`src/rtl/div_arbiter_pkg.sv`:
```
// Shared definitions for the divider arbiter: operand width, saturation
// constant, FSM state encoding and the round-robin pointer helper.
package div_arbiter_pkg;

  localparam int DIV_W = 8;
  localparam logic [DIV_W-1:0] DIV_SAT = 8'hFF;

  typedef enum logic [1:0] {
    ST_IDLE  = 2'd0,
    ST_ISSUE = 2'd1,
    ST_WAIT  = 2'd2,
    ST_RESP  = 2'd3
  } state_e;

  // Requester after idx, wrapping at n; the one just served drops to lowest priority.
  function automatic int rr_next(input int idx, input int n);
    if (idx >= n - 1) begin
      return 0;
    end else begin
      return idx + 1;
    end
  endfunction

endpackage

```
`src/rtl/div_arbiter_if.sv`:
```
// Requester and divider-side signal bundle of the divider arbiter.
// master: the arbiter's view; slave: requesters plus the divider.
interface div_arbiter_if #(
  parameter int N_REQ = 4
);
  import div_arbiter_pkg::*;

  logic [N_REQ-1:0]       req;
  logic [DIV_W*N_REQ-1:0] req_a;
  logic [DIV_W*N_REQ-1:0] req_b;
  logic [N_REQ-1:0]       gnt;
  logic [N_REQ-1:0]       rsp_valid;
  logic [DIV_W-1:0]       rsp_q;
  logic [DIV_W-1:0]       rsp_r;
  logic                   rsp_dz;
  logic                   rsp_err;
  logic                   div_start;
  logic [DIV_W-1:0]       div_a;
  logic [DIV_W-1:0]       div_b;
  logic [DIV_W-1:0]       div_q;
  logic [DIV_W-1:0]       div_r;
  logic                   div_done;
  logic                   div_zero;
  logic                   busy;

  modport master (
    input  req, req_a, req_b, div_q, div_r, div_done, div_zero,
    output gnt, rsp_valid, rsp_q, rsp_r, rsp_dz, rsp_err,
           div_start, div_a, div_b, busy
  );

  modport slave (
    output req, req_a, req_b, div_q, div_r, div_done, div_zero,
    input  gnt, rsp_valid, rsp_q, rsp_r, rsp_dz, rsp_err,
           div_start, div_a, div_b, busy
  );

endinterface

```
`src/rtl/div_arbiter_rr_arbiter.sv`:
```
// Combinational round-robin picker: first set request at or above ptr,
// wrapping around. Kept generic so other shared-arithmetic blocks can reuse it.
module rr_arbiter #(
  parameter int N_REQ = 4,
  parameter int IDX_W = 2
) (
  input  logic [N_REQ-1:0] req,
  input  logic [IDX_W-1:0] ptr,
  output logic [N_REQ-1:0] win_onehot,
  output logic [IDX_W-1:0] win_idx,
  output logic             win_valid
);

  // Rotating scan from ptr; the first hit claims the grant, later hits are masked.
  always_comb begin
    int   raw_j;
    int   j;
    logic hit;
    win_onehot = '0;
    win_idx    = '0;
    win_valid  = 1'b0;
    raw_j      = 0;
    j          = 0;
    hit        = 1'b0;
    for (int i = 0; i < N_REQ; i++) begin
      raw_j         = int'(ptr) + i;
      j             = (raw_j >= N_REQ) ? (raw_j - N_REQ) : raw_j;
      hit           = req[j] & ~win_valid;
      win_onehot[j] = win_onehot[j] | hit;
      win_idx       = hit ? IDX_W'(j) : win_idx;
      win_valid     = win_valid | hit;
    end
  end

endmodule

```
`src/rtl/div_arbiter.sv`:
```
// Shares one 8/8 divider among N_REQ requesters: round-robin arbitration,
// operand latch, divider start, done capture with watchdog, one-cycle response.
// Optional feature macro DIV_ZERO_BYPASS_EN: zero divisors are answered
// directly without starting the divider.
module div_arbiter
  import div_arbiter_pkg::*;
#(
  parameter int N_REQ   = 4,
  parameter int TIMEOUT = 64
) (
  input logic         clk,
  input logic         reset,
  div_arbiter_if.master bus
);

  localparam int IDX_W = (N_REQ > 1) ? $clog2(N_REQ) : 1;
  localparam int WD_W  = $clog2(TIMEOUT + 1);

  state_e           state_r;
  logic [IDX_W-1:0] ptr_r;
  logic [IDX_W-1:0] idx_r;
  logic [N_REQ-1:0] hot_r;
  logic [WD_W-1:0]  wdog_r;
  logic [N_REQ-1:0] gnt_r;
  logic [N_REQ-1:0] rsp_valid_r;
  logic [DIV_W-1:0] rsp_q_r;
  logic [DIV_W-1:0] rsp_r_r;
  logic             rsp_dz_r;
  logic             rsp_err_r;
  logic             div_start_r;
  logic [DIV_W-1:0] div_a_r;
  logic [DIV_W-1:0] div_b_r;
  logic             busy_r;
`ifdef DIV_ZERO_BYPASS_EN
  logic             byp_r;
`endif

  logic [N_REQ-1:0] win_onehot_s;
  logic [IDX_W-1:0] win_idx_s;
  logic             win_valid_s;
  logic [DIV_W-1:0] sel_a_s;
  logic [DIV_W-1:0] sel_b_s;

  rr_arbiter #(
    .N_REQ (N_REQ),
    .IDX_W (IDX_W)
  ) u_rr (
    .req        (bus.req),
    .ptr        (ptr_r),
    .win_onehot (win_onehot_s),
    .win_idx    (win_idx_s),
    .win_valid  (win_valid_s)
  );

  assign sel_a_s = bus.req_a[int'(win_idx_s)*DIV_W +: DIV_W];
  assign sel_b_s = bus.req_b[int'(win_idx_s)*DIV_W +: DIV_W];

  // Arbitration / issue / wait / respond sequencing with all outputs registered.
  always_ff @(posedge clk or negedge reset) begin
    if (!reset) begin
      state_r     <= ST_IDLE;
      ptr_r       <= '0;
      idx_r       <= '0;
      hot_r       <= '0;
      wdog_r      <= '0;
      gnt_r       <= '0;
      rsp_valid_r <= '0;
      rsp_q_r     <= '0;
      rsp_r_r     <= '0;
      rsp_dz_r    <= 1'b0;
      rsp_err_r   <= 1'b0;
      div_start_r <= 1'b0;
      div_a_r     <= '0;
      div_b_r     <= '0;
      busy_r      <= 1'b0;
`ifdef DIV_ZERO_BYPASS_EN
      byp_r       <= 1'b0;
`endif
    end else begin
      case (state_r)
        ST_IDLE: begin
          rsp_valid_r <= '0;
          if (win_valid_s) begin
            div_a_r <= sel_a_s;
            div_b_r <= sel_b_s;
            idx_r   <= win_idx_s;
            hot_r   <= win_onehot_s;
            gnt_r   <= win_onehot_s;
            busy_r  <= 1'b1;
            state_r <= ST_ISSUE;
`ifdef DIV_ZERO_BYPASS_EN
            // A zero divisor never reaches the divider.
            div_start_r <= (sel_b_s != '0);
            byp_r       <= (sel_b_s == '0);
`else
            div_start_r <= 1'b1;
`endif
          end else begin
            state_r <= ST_IDLE;
          end
        end

        ST_ISSUE: begin
          gnt_r       <= '0;
          div_start_r <= 1'b0;
          wdog_r      <= '0;
`ifdef DIV_ZERO_BYPASS_EN
          if (byp_r) begin
            rsp_q_r     <= DIV_SAT;
            rsp_r_r     <= div_a_r;
            rsp_dz_r    <= 1'b1;
            rsp_err_r   <= 1'b0;
            rsp_valid_r <= hot_r;
            state_r     <= ST_RESP;
          end else begin
            state_r     <= ST_WAIT;
          end
`else
          state_r <= ST_WAIT;
`endif
        end

        ST_WAIT: begin
          // wdog_r == 0 marks the first WAIT cycle, where a level done may
          // still belong to the previous operation.
          if ((wdog_r != '0) && bus.div_done) begin
            rsp_q_r     <= bus.div_q;
            rsp_r_r     <= bus.div_r;
            rsp_dz_r    <= bus.div_zero;
            rsp_err_r   <= 1'b0;
            rsp_valid_r <= hot_r;
            state_r     <= ST_RESP;
          end else if (wdog_r == WD_W'(TIMEOUT - 1)) begin
            rsp_q_r     <= DIV_SAT;
            rsp_r_r     <= div_a_r;
            rsp_dz_r    <= 1'b0;
            rsp_err_r   <= 1'b1;
            rsp_valid_r <= hot_r;
            state_r     <= ST_RESP;
          end else begin
            wdog_r      <= wdog_r + WD_W'(1);
          end
        end

        ST_RESP: begin
          rsp_valid_r <= '0;
          ptr_r       <= IDX_W'(rr_next(int'(idx_r), N_REQ));
          busy_r      <= 1'b0;
          state_r     <= ST_IDLE;
        end

        default: begin
          gnt_r       <= '0;
          rsp_valid_r <= '0;
          div_start_r <= 1'b0;
          busy_r      <= 1'b0;
          state_r     <= ST_IDLE;
        end
      endcase
    end
  end

  assign bus.gnt       = gnt_r;
  assign bus.rsp_valid = rsp_valid_r;
  assign bus.rsp_q     = rsp_q_r;
  assign bus.rsp_r     = rsp_r_r;
  assign bus.rsp_dz    = rsp_dz_r;
  assign bus.rsp_err   = rsp_err_r;
  assign bus.div_start = div_start_r;
  assign bus.div_a     = div_a_r;
  assign bus.div_b     = div_b_r;
  assign bus.busy      = busy_r;

endmodule

```
`src/flat_wrapper.sv`:
```
// flat-port wrapper written by rule: the top's interface ports become plain ports
module div_arbiter_flat import div_arbiter_pkg::*;
#(
  parameter int N_REQ   = 4,
  parameter int TIMEOUT = 64
)
  (clk, reset, bus_req, bus_req_a, bus_req_b, bus_div_q, bus_div_r, bus_div_done, bus_div_zero, bus_gnt, bus_rsp_valid, bus_rsp_q, bus_rsp_r, bus_rsp_dz, bus_rsp_err, bus_div_start, bus_div_a, bus_div_b, bus_busy);
  div_arbiter_if #(.N_REQ(N_REQ)) bus_i ();
  input logic clk;
  input logic reset;
  input wire logic [$bits(bus_i.req)-1:0] bus_req;
  input wire logic [$bits(bus_i.req_a)-1:0] bus_req_a;
  input wire logic [$bits(bus_i.req_b)-1:0] bus_req_b;
  input wire logic [$bits(bus_i.div_q)-1:0] bus_div_q;
  input wire logic [$bits(bus_i.div_r)-1:0] bus_div_r;
  input wire logic [$bits(bus_i.div_done)-1:0] bus_div_done;
  input wire logic [$bits(bus_i.div_zero)-1:0] bus_div_zero;
  output wire logic [$bits(bus_i.gnt)-1:0] bus_gnt;
  output wire logic [$bits(bus_i.rsp_valid)-1:0] bus_rsp_valid;
  output wire logic [$bits(bus_i.rsp_q)-1:0] bus_rsp_q;
  output wire logic [$bits(bus_i.rsp_r)-1:0] bus_rsp_r;
  output wire logic [$bits(bus_i.rsp_dz)-1:0] bus_rsp_dz;
  output wire logic [$bits(bus_i.rsp_err)-1:0] bus_rsp_err;
  output wire logic [$bits(bus_i.div_start)-1:0] bus_div_start;
  output wire logic [$bits(bus_i.div_a)-1:0] bus_div_a;
  output wire logic [$bits(bus_i.div_b)-1:0] bus_div_b;
  output wire logic [$bits(bus_i.busy)-1:0] bus_busy;
  assign bus_i.req = bus_req;
  assign bus_i.req_a = bus_req_a;
  assign bus_i.req_b = bus_req_b;
  assign bus_i.div_q = bus_div_q;
  assign bus_i.div_r = bus_div_r;
  assign bus_i.div_done = bus_div_done;
  assign bus_i.div_zero = bus_div_zero;
  assign bus_gnt = bus_i.gnt;
  assign bus_rsp_valid = bus_i.rsp_valid;
  assign bus_rsp_q = bus_i.rsp_q;
  assign bus_rsp_r = bus_i.rsp_r;
  assign bus_rsp_dz = bus_i.rsp_dz;
  assign bus_rsp_err = bus_i.rsp_err;
  assign bus_div_start = bus_i.div_start;
  assign bus_div_a = bus_i.div_a;
  assign bus_div_b = bus_i.div_b;
  assign bus_busy = bus_i.busy;
  div_arbiter #(.N_REQ(N_REQ), .TIMEOUT(TIMEOUT)) u_core (.clk(clk), .reset(reset), .bus(bus_i));
endmodule
```
`config.mk`:
```
export PLATFORM = sky130hd
export DESIGN_NAME = div_arbiter_flat
export DESIGN_NICKNAME = d
export VERILOG_FILES = /design/src/rtl/div_arbiter_pkg.sv /design/src/rtl/div_arbiter_if.sv /design/src/rtl/div_arbiter_rr_arbiter.sv /design/src/rtl/div_arbiter.sv /design/src/flat_wrapper.sv
export SDC_FILE = /design/constraint.sdc
export NUM_CORES = 1
export LEC_CHECK = 0
export BUFFER_PORTS_ARGS = -buffer_cell sky130_fd_sc_hd__buf_2
export CAP_MARGIN = 20
export CORE_MARGIN = 2
export CORE_UTILIZATION = 35
export CTS_CLUSTER_SIZE = 25
export DETAILED_ROUTE_END_ITERATION = 10
export HOLD_SLACK_MARGIN = 0.05
export MAX_ROUTING_LAYER = met4
export SLEW_MARGIN = 10
export SYNTH_ARGS = -nofsm -noshare
export SYNTH_HDL_FRONTEND = slang
export SYNTH_HIERARCHICAL = 1
export SYNTH_SLANG_ARGS = --single-unit
```
`constraint.sdc`:
```
create_clock -name clk -period 3.65 [get_ports clk]
set_input_delay 0.9125 -clock clk [delete_from_list [all_inputs] [get_ports clk]]
set_output_delay 0.9125 -clock clk [all_outputs]
set_load 0.02 [all_outputs]
```
==> results.toml <==
[routing]
drt_iter0_markers = 185
firstDrtPassIters = 4
routed_wl_um = 9940
post_drt_via_cell_ratio = 5.16
drtAntennaViolNets = 0
wl_per_cell_um = 14.8
vias = 3473
drcViolationCount = 0

[timing]
tightest_slew_ns = 0.984
setup_ws_ns = 0.400
period_needed_ns = 3.25
rsz0062_at_grt = "false"
maxSlewViolCount = 0
setup_viol = 0
fmax_ghz = 0.308
max_slew_margin_pct = 33.9
finalCritPeriodShare_pct = 89.0
clock_skew_ns = 0.0124
hold_viol = 0
fin_setup_tns_ns = 0

[layout]
diodes = 0
fill_cells = 1064
final_nets = 627
utilization_pct = 45.4
layout-drive-gt1-share_pct = 37.9
layoutNonFillerInstCount = 673
seqCellArea_um2 = 1530
area_delta_synth_final_pct = 27.2
multi_input_area_um2 = 2160

[yosys]
syn-instance-count = 398
syn_nets = 497
yosysTopAreaCell = "dfrtp_1"
syn_area_um2 = 3850
synth-edff-count = 0
synth_cell_type_count = 59
ys_ff_latch = 61
synthTopCellsByCount = "91 x nand2_1, 61 x dfrtp_1, 30 x nor2_1"
ys.flop_type = "dfrtp_1"
synth_top_area_share_pct = 39.7
avgSynthCellArea_um2 = 9.67
synth_warnings = 6
synthArstFlopShare_pct = 100
seq_area_frac_synth_pct = 39.7
synthTopCellsByArea = "dfrtp_1 40%, mux4_2 12%, nand2_1 8.9%"
post-synth-top-count-cell = "nand2_1"

[clocking]
cts-resized-gates = 0
post-cts-setup-buffers = 0
numCtsBuffers = 9
postCtsHoldBufs = 0
tritoncts = "done"
clockRootBuffer = "clkbuf_8"
h-tree-depth = 3
clkLatencyLatePin_ns = 0.33
clkTransAtPathRegs_ns = 0.07
clock-sinks = 61
cts.path.max_buffers = 2

[grt]
grt_pass1_wl_um = 16000
grt_pass1_vias = 3444
antenna_found_initial = 0
track_usage_pct = 17.5
grt.overflow.total = 0
grt_max_degree = 40

[pwr]
power_density_nw_per_um2 = 986
leakage_uw = 0.00233
vdd.ir_drop.worst_uv = 406

[floorplan]
fp.dieW_um = 109
start_util_pct = 35.6
die-area_um2 = 11800
pin_count = 132
row_count = 38
die_h_um = 109
fp.coreArea_um2 = 10800

[min_path]
worstHoldPathCells = 2
hold_class = "flip-flop to flip-flop"

[placement]
place_hpwl_um = 7430
pre_cts_ws_ns = 0.159
place_congestion = 0.851
port_buffers = 131
dp_cells = 657

[setup_path]
critPathArrivalTime_ns = 3.45
end_kind = "flip-flop"
critPathKind = "flip-flop to flip-flop"
start_kind = "flip-flop"
cp_data_required_time_ns = 3.85
reg2reg_depth = 13
critPathMaxFanout = 12

[status]
outcome = "finished clean"

[run]
max-cap-violations = 0
## metrics by stage
stage | instance area (um2) | total power (uW) | hold slack [ns]
after global routing | 4890 | 5240 | 0.512
after global placement | 4700 | 4220 | 0.455
after detailed placement | 4700 | 4290 | 0.458
after CTS | 4890 | 4880 | 0.475
after floorplan | 3850 | 3410 | 0.447
final | 4890 | 4820 | 0.471
## layout by cell type (no fill, tap or decap), drive strengths merged, types with 3 or more instances in the layout
cell type and instances:
or3 3, buf 148, a21oi 19, clkbuf 13, o21a 9, nor3 6, a211oi 3, nand3 8
nor2b 10, o211ai 7, inv 11, nand4 4, o22ai 3, o32a 8, nor2 30, o21ai 11
ha 11, nand2 91, o221ai 3, mux2i 5, mux4 21, mux2 7, dfrtp 61
## worst max-delay path, stage by stage (launching register included)
cell	delay (ns)
dfrtp_1	0.36
inv_2	0.09
ha_1	0.33
buf_4	0.21
mux4_2	0.36
mux2_4	0.33
and3_4	0.20
a211oi_4	0.28
o221ai_1	0.18
a311oi_2	0.31
buf_4	0.16
a21oi_1	0.07
a21oi_1	0.13
o21ai_0	0.08
## where the power goes
group	switching, uW	internal (uW)	leakage [uW]	total [uW]
logic	1720	1360	0.00148	3090
clock network	259	318	0.000101	577
registers	195	966	0.000748	1160
total	2180	2650	0.00233	4820
## sequential cells by signal, indices dropped and copies added (netlist names)
name	flops
u_core/bus.busy	1
u_core/bus.div_a	8
u_core/hot_r	4
u_core/bus.div_b	8
u_core/idx_r	2
u_core/bus.div_start	1
u_core/wdog_r	7
u_core/bus.rsp_valid	4
u_core/bus.rsp_q	8
u_core/bus.gnt	4
u_core/bus.rsp_dz	1
u_core/state_r	2
u_core/ptr_r	2
u_core/bus.rsp_r	8
u_core/bus.rsp_err	1
## routing by layer
layer | part of all wire [%] | vias to the layer above | routed length, um | global-route usage (%)
met3 | 4.5 | 6 | 447 | 3.47
met2 | 50 | 96 | 4990 | 28.1
li1 | - | 1698 | - | -
met4 | 1.0 | 0 | 101 | 4.30
met5 | 0 | - | 0 | -
met1 | 44 | 1673 | 4400 | 22.7
## cell families (layout without fill, tap and decap cells)
family / Yosys count / after routing / share of synthesized area, %
mux: 33 / 33 / 15.7
buf+inv: 40 / 175 / 4.55
fa+ha+maj: 11 / 11 / 3.58
simple gates: 166 / 166 / 19.4
compound gates: 87 / 87 / 17.0
flops: 61 / 61 / 39.7
## cell type report
cell class / instances / area share (%)
multi-input combinational: 297 / 44.1
sequential: 61 / 31.2
timing repair buffer: 148 / 16.3
clock buffer: 13 / 3.66
tap: 140 / 3.58
inverter: 11 / 0.844
clock inverter: 3 / 0.358
## path summary, 6_finish.rpt
path / slack, ns / startpoint / to
max: 0.40 / u_core/ptr_r[0] / u_core/bus.gnt[3]
min: 0.47 / u_core/bus.div_b[7] / u_core/bus.div_b[7]
max reg2reg: 0.40 / u_core/ptr_r[0] / u_core/bus.gnt[3]
min reg2reg: 0.47 / u_core/bus.div_b[7] / u_core/bus.div_b[7]
max in group asynchronous: 2.21 / reset / u_core/state_r[0]
min in group asynchronous: 0.54 / reset / u_core/bus.rsp_q[1]
No activity file was read; power rests on OpenSTA's default activity.
